`config.mk`:
```
export PLATFORM = sky130hd
export DESIGN_NAME = multi_channel_deglitch
export DESIGN_NICKNAME = d
export VERILOG_FILES = /design/src/rtl/deglitch_pkg.sv /design/src/rtl/deglitch_channel.sv /design/src/rtl/multi_channel_deglitch.sv
export SDC_FILE = /design/constraint.sdc
export NUM_CORES = 1
export LEC_CHECK = 0
export CORE_ASPECT_RATIO = 1.25
export CORE_MARGIN = 4
export CORE_UTILIZATION = 56
export CTS_BUF_LIST = sky130_fd_sc_hd__clkbuf_8
export CTS_CLUSTER_DIAMETER = 30
export DETAILED_ROUTE_END_ITERATION = 10
export PLACE_DENSITY = 0.79
export REMOVE_ABC_BUFFERS = 1
export SYNTH_ARGS = -nofsm -noshare
export SYNTH_HDL_FRONTEND = slang
export SYNTH_SLANG_ARGS = --single-unit
```
`constraint.sdc`:
```
create_clock -name clk -period 2.7 [get_ports clk]
set_input_delay 0.27 -clock clk [delete_from_list [all_inputs] [get_ports clk]]
set_output_delay 0.27 -clock clk [all_outputs]
set_load 0.005 [all_outputs]
```
`src/rtl/deglitch_pkg.sv`:
```
// Shared types and defaults for the multi-channel deglitch filter.
package deglitch_pkg;

   localparam int DEFAULT_COUNTER_WIDTH = 16;

   // Registered per-channel status as seen at the top-level outputs.
   typedef struct packed {
      logic out;
      logic rise;
      logic fall;
      logic glitch;
   } chan_status_t;

endpackage

```
`src/rtl/deglitch_channel.sv`:
```
// One deglitch channel: input synchroniser, stability counter, filtered level
// and the rise/fall/glitch event pulses derived from it.
module deglitch_channel
   import deglitch_pkg::*;
#(
   parameter int COUNTER_WIDTH  = DEFAULT_COUNTER_WIDTH,
   parameter int SYNC_STAGES    = 2,
   parameter bit DEFAULT_OUTPUT = 1'b0,
   parameter bit BIPOLAR        = 1'b1
) (
   input  logic                     clk,
   input  logic                     reset,
   input  logic                     clk_en,
   input  logic [COUNTER_WIDTH-1:0] delay,
   input  logic                     raw,
   output chan_status_t             status,
   output logic                     glitch_set
);

   logic [SYNC_STAGES-1:0]   sync_p0;
   logic                     s;
   logic [COUNTER_WIDTH-1:0] cnt_p1;
   logic [COUNTER_WIDTH-1:0] cnt_nxt;
   chan_status_t             st_p1;
   chan_status_t             st_nxt;

   // Counter increment that sticks at all-ones instead of wrapping to zero.
   function automatic logic [COUNTER_WIDTH-1:0] sat_inc(input logic [COUNTER_WIDTH-1:0] v);
      return (&v) ? v : v + COUNTER_WIDTH'(1);
   endfunction

   assign s = sync_p0[SYNC_STAGES-1];

   // Next-state for counter, filtered level and event pulses; pulses only on enabled ticks.
   always_comb begin
      cnt_nxt       = cnt_p1;
      st_nxt.out    = st_p1.out;
      st_nxt.rise   = 1'b0;
      st_nxt.fall   = 1'b0;
      st_nxt.glitch = 1'b0;
      if (clk_en) begin
         if (s == st_p1.out) begin
            // Input back at the current level: any partial count was a rejected excursion.
            cnt_nxt       = '0;
            st_nxt.glitch = (cnt_p1 != '0);
         end else if (((BIPOLAR == 1'b0) && (s == DEFAULT_OUTPUT)) || (cnt_p1 >= delay)) begin
            // Stable long enough, or a return to idle level in unipolar mode.
            st_nxt.out  = s;
            st_nxt.rise = s;
            st_nxt.fall = ~s;
            cnt_nxt     = '0;
         end else begin
            cnt_nxt = sat_inc(cnt_p1);
         end
      end
   end

   assign glitch_set = st_nxt.glitch;
   assign status     = st_p1;

   // Stage p0: synchroniser shifts every clock; stage p1: counter and status registers.
   always_ff @(posedge clk) begin
      if (reset) begin
         sync_p0 <= {SYNC_STAGES{DEFAULT_OUTPUT}};
         cnt_p1  <= '0;
         st_p1   <= '{out: DEFAULT_OUTPUT, rise: 1'b0, fall: 1'b0, glitch: 1'b0};
      end else begin
         sync_p0 <= {sync_p0[SYNC_STAGES-2:0], raw};
         cnt_p1  <= cnt_nxt;
         st_p1   <= st_nxt;
      end
   end

endmodule

```
`src/rtl/multi_channel_deglitch.sv`:
```
// N-channel deglitch filter: one deglitch_channel per input, a shared delay
// threshold and per-channel sticky glitch flags.
module multi_channel_deglitch
   import deglitch_pkg::*;
#(
   parameter int                  CHANNELS       = 8,
   parameter int                  COUNTER_WIDTH  = DEFAULT_COUNTER_WIDTH,
   parameter int                  SYNC_STAGES    = 2,
   parameter logic [CHANNELS-1:0] DEFAULT_OUTPUT = '0,
   parameter bit                  BIPOLAR        = 1'b1
) (
   input  logic                     clk,
   input  logic                     reset,
   input  logic                     clk_en,
   input  logic [COUNTER_WIDTH-1:0] delay,
   input  logic [CHANNELS-1:0]      in,
   output logic [CHANNELS-1:0]      out,
   output logic [CHANNELS-1:0]      rise,
   output logic [CHANNELS-1:0]      fall,
   output logic [CHANNELS-1:0]      glitch,
   output logic [CHANNELS-1:0]      glitch_sticky,
   input  logic [CHANNELS-1:0]      glitch_clear
);

   chan_status_t        status [CHANNELS];
   logic [CHANNELS-1:0] glitch_set;
   logic [CHANNELS-1:0] sticky_p1;

   for (genvar i = 0; i < CHANNELS; i++) begin : g_chan
      deglitch_channel #(
         .COUNTER_WIDTH  (COUNTER_WIDTH),
         .SYNC_STAGES    (SYNC_STAGES),
         .DEFAULT_OUTPUT (DEFAULT_OUTPUT[i]),
         .BIPOLAR        (BIPOLAR)
      ) u_chan (
         .clk        (clk),
         .reset      (reset),
         .clk_en     (clk_en),
         .delay      (delay),
         .raw        (in[i]),
         .status     (status[i]),
         .glitch_set (glitch_set[i])
      );

      assign out[i]    = status[i].out;
      assign rise[i]   = status[i].rise;
      assign fall[i]   = status[i].fall;
      assign glitch[i] = status[i].glitch;
   end

   // Sticky glitch flags: set alongside the glitch pulse, and a set beats a same-cycle clear.
   always_ff @(posedge clk) begin
      if (reset) begin
         sticky_p1 <= '0;
      end else begin
         sticky_p1 <= (sticky_p1 & ~glitch_clear) | glitch_set;
      end
   end

   assign glitch_sticky = sticky_p1;

endmodule

```
==> flow_results.xml <==
<?xml version="1.0" encoding="UTF-8"?>
<metrics>
  <group name="floorplanning">
    <metric name="rows" unit="">58</metric>
    <metric name="dieArea" unit="sq mm">0.0233</metric>
    <metric name="floorplan.core_area" unit="sq mm">0.0203</metric>
    <metric name="die_h" unit="um">170</metric>
    <metric name="io_pins" unit="">75</metric>
    <metric name="die_width" unit="um">137</metric>
    <metric name="floorplan.initialDensity" unit="%">57.7</metric>
  </group>
  <group name="sta">
    <metric name="maxSlewHeadroom" unit="%">57.2</metric>
    <metric name="post-route-worst-setup-slack" unit="ns">-0.0482</metric>
    <metric name="setup-violations-final" unit="">6</metric>
    <metric name="worst_pin_slew" unit="ns">0.636</metric>
    <metric name="layout_worst_path_cycle_share" unit="%">102</metric>
    <metric name="maxSlewViolCount" unit="">0</metric>
    <metric name="skew_final" unit="ns">0.0273</metric>
    <metric name="hold_violations_final" unit="">0</metric>
    <metric name="final.min_clock_period" unit="ns">2.75</metric>
    <metric name="grt_setup_unrepaired" unit="">yes</metric>
    <metric name="holdWs" unit="ns">0.192</metric>
    <metric name="achievable-frequency" unit="MHz">364</metric>
  </group>
  <group name="setup_path">
    <metric name="critical_path.endpoint_type" unit="">register</metric>
    <metric name="critPathLaunchType" unit="">register</metric>
    <metric name="worstPathArrival" unit="ns">3.14</metric>
    <metric name="worst_ep_required_time" unit="ns">3.09</metric>
    <metric name="worstSetupPathType" unit="">register to register</metric>
    <metric name="worstPathMaxFanout" unit="">10</metric>
  </group>
  <group name="run">
    <metric name="drv.max_cap_violation_count" unit="">0</metric>
  </group>
  <group name="logic_synthesis">
    <metric name="dominant_combinational_cell_family_by_area_after_synthesis" unit="">simple AND/OR/NAND/NOR gates</metric>
    <metric name="synthesis.area_per_instance" unit="sq um">8.33</metric>
    <metric name="yosys_warnings" unit="">0</metric>
    <metric name="yosysUniqueCellTypes" unit="">65</metric>
    <metric name="synth_ff_type" unit="">sky130_fd_sc_hd__dfxtp_1</metric>
    <metric name="synthCells" unit="">1406</metric>
    <metric name="async_flop_share" unit="%">0</metric>
    <metric name="adder_cell_area_share_of_the_yosys_netlist" unit="%">15.4</metric>
    <metric name="synth_enable_flop_cells" unit="">0</metric>
    <metric name="synthDominantAreaCellType" unit="">sky130_fd_sc_hd__dfxtp_1</metric>
    <metric name="ys_ff_latch" unit="">184</metric>
    <metric name="post_synth_xor_area_fraction" unit="%">0.972</metric>
    <metric name="yosysSeqAreaShare" unit="%">31.4</metric>
    <metric name="synthDominantCellAreaShare" unit="%">31.4</metric>
    <metric name="synth_area" unit="sq mm">0.0117</metric>
    <metric name="compound_gate_portion_of_the_synthesized_area" unit="%">20.2</metric>
    <metric name="synth_top_cells_by_area" unit="">sky130_fd_sc_hd__dfxtp_1, sky130_fd_sc_hd__ha_1, sky130_fd_sc_hd__a21oi_1</metric>
    <metric name="muxShareOfSynthArea" unit="%">1.25</metric>
    <metric name="yosys.area_share.simple" unit="%">27.0</metric>
  </group>
  <group name="outcome">
    <metric name="violations" unit="">negative setup slack</metric>
    <metric name="outcome" unit="">finished, violations left</metric>
  </group>
  <group name="power_and_ir_drop">
    <metric name="power_per_cell_area" unit="mW/mm^2">368</metric>
    <metric name="static_leakage" unit="nW">5.93</metric>
    <metric name="power.ir.vdd_worst" unit="mV">0.327</metric>
  </group>
  <group name="placement">
    <metric name="gpl.final_weighted_congestion" unit="">0.966</metric>
    <metric name="post-dp-hpwl" unit="um">26100</metric>
    <metric name="place_inst" unit="">1849</metric>
    <metric name="port_buffers" unit="">74</metric>
  </group>
  <group name="grt">
    <metric name="grt_pass1_wl" unit="um">57400</metric>
    <metric name="grt_max_degree" unit="">30</metric>
    <metric name="vias_in_the_first_global_route" unit="">11700</metric>
    <metric name="antenna_found_initial" unit="">0</metric>
    <metric name="groute.usage.overall" unit="%">30.5</metric>
    <metric name="grt.overflow.total" unit="">0</metric>
  </group>
  <group name="cells_and_area">
    <metric name="p_r_area_growth_vs_syn" unit="%">24.9</metric>
    <metric name="fin_cells" unit="">1906</metric>
    <metric name="drive_gt1_share" unit="%">16.3</metric>
    <metric name="final_common_cell" unit="">sky130_fd_sc_hd__dfxtp_1</metric>
    <metric name="antennaDiodeCount" unit="">0</metric>
    <metric name="final_cell_mix" unit="">sky130_fd_sc_hd__dfxtp_1, sky130_fd_sc_hd__buf_4, sky130_fd_sc_hd__ha_1</metric>
    <metric name="layout.filler_cells" unit="">1565</metric>
    <metric name="final_net_count" unit="">1802</metric>
  </group>
  <group name="detailed_routing">
    <metric name="drt_first_iter_violations" unit="">974</metric>
    <metric name="detailroute.via_count" unit="">12500</metric>
    <metric name="drc" unit="">0</metric>
    <metric name="wire_length_per_cell" unit="um">19.2</metric>
    <metric name="route.final.wire_length" unit="um">36500</metric>
    <metric name="drt-vias-per-instance" unit="">6.53</metric>
    <metric name="ant_nets" unit="">0</metric>
    <metric name="firstDrtPassIters" unit="">5</metric>
  </group>
  <group name="cts">
    <metric name="ctsHtreeMaxLevel" unit="">4</metric>
    <metric name="tritoncts" unit="">yes</metric>
    <metric name="clock-root-buffer" unit="">sky130_fd_sc_hd__clkbuf_8</metric>
    <metric name="cts_made_buffers" unit="">17</metric>
    <metric name="number_of_clock_sinks" unit="">184</metric>
    <metric name="worst_skew_pair.late_latency" unit="ns">0.51</metric>
    <metric name="cts.reportedPaths.clkPinSlew" unit="ns">0.10</metric>
    <metric name="cts_hold_buf" unit="">0</metric>
    <metric name="maximum_buffer_depth_of_the_clock_tree" unit="">2</metric>
  </group>
  <group name="hold_path">
    <metric name="hold_path_class" unit="">input pin to register</metric>
  </group>
</metrics>
per-stage QoR:
stage	TNS (ns)	worst slack, ns	power, mW	util [%]	cell area [sq um]
floorplan	-6.79	-0.475	3.04	-	11500
global placement	-34.45	-0.685	3.34	67.9	13800
detailed placement	-39.66	-0.765	3.36	67.9	13800
CTS	0	0.00382	5.34	70.2	14300
global route	-1.23	-0.180	5.56	72.0	14600
finish	-0.179	-0.0482	5.39	72.0	14600
worst max-delay path, stage by stage, from the launching register on:
cell and delay (ns):
sky130_fd_sc_hd__dfxtp_2 0.36, sky130_fd_sc_hd__ha_4 0.27, sky130_fd_sc_hd__nand4_1 0.17, sky130_fd_sc_hd__or3_4 0.43, sky130_fd_sc_hd__or4_4 0.50, sky130_fd_sc_hd__and3_4 0.23
sky130_fd_sc_hd__buf_6 0.14, sky130_fd_sc_hd__or3_1 0.30, sky130_fd_sc_hd__a211oi_1 0.26
path summary, 6_finish.rpt:
| check | startpoint | end | slack [ns] | cells past startpoint |
|---|---|---|---|---|
| max | g_chan[2].u_chan.cnt_p1[13] | g_chan[2].u_chan.cnt_p1[13] | -0.05 | 8 |
| min | clk_en | g_chan[6].u_chan.cnt_p1[8] | 0.19 | 3 |
| max reg2reg | g_chan[2].u_chan.cnt_p1[13] | g_chan[2].u_chan.cnt_p1[13] | -0.05 | 8 |
| min reg2reg | g_chan[5].u_chan.sync_p0[0] | g_chan[5].u_chan.sync_p0[1] | 0.44 | 1 |
metal layers:
metal	vias to the layer above	part of all wire, %	track usage (%)
met3	157	8.2	5.01
li1	5845	-	-
met5	-	0	0
met2	616	47	51.2
met1	5832	40	38.3
met4	0	4.6	13.5
Yosys cell counts, drive strengths merged (3+ instances only):
cell type / count
a31o: 5
nand4: 63
a221oi: 4
nor3: 39
a41oi: 4
xor2: 3
o21a: 13
nand3: 55
or4: 37
dfxtp: 184
a2111oi: 3
nor4: 40
o31ai: 30
ha: 144
nor2: 68
a311oi: 8
a21o: 26
a21oi: 106
nand2b: 10
clkbuf: 44
nor4b: 12
xnor2: 10
and3: 25
o21ai: 86
and4: 17
a2111o: 3
mux2: 5
o21bai: 4
and2: 11
nand2: 102
a211oi: 22
o211ai: 6
nor2b: 18
buf: 6
mux2i: 9
inv: 62
nor3b: 13
nand3b: 5
or3: 43
a31oi: 28
state kept, by name (all words and copies together) (netlist names):
name,flops
glitch_sticky,8
g_chan.u_chan.status,32
g_chan.u_chan.cnt_p1,128
g_chan.u_chan.sync_p0,16
power breakdown:
group	total, mW	switching, mW	internal [mW]
clock network	2.04	1.09	0.948
logic	0.591	0.326	0.265
registers	2.76	0.0192	2.74
cells by family (layout without fill, tap and decap cells):
group / after synthesis / count (layout)
buffers and inverters: 112 / 341
adder cells (fa/ha/maj): 144 / 144
multiplexers: 14 / 14
AO/OA/AOI/OAI: 373 / 373
flip-flops: 184 / 184
AND/OR/NAND/NOR: 566 / 567
XOR/XNOR: 13 / 13
layout make-up:
cell class                 instances  area [sq um]  share of cell area, %
clock inverter                    14           169                   1.15
inverter                          62           236                   1.62
tap                              270           338                   2.31
timing repair buffer             247          2160                   14.8
multi-input combinational       1111          7790                   53.2
sequential                       184          3690                   25.2
clock buffer                      18           248                   1.69
what timing repair did:
item                       CTS  global route
resized for setup            6            52
cloned                       1             1
buffers inserted             3            22
pin swaps                    3            14
setup endpoints to repair   13            44
Power figures use the tool's default switching activity.
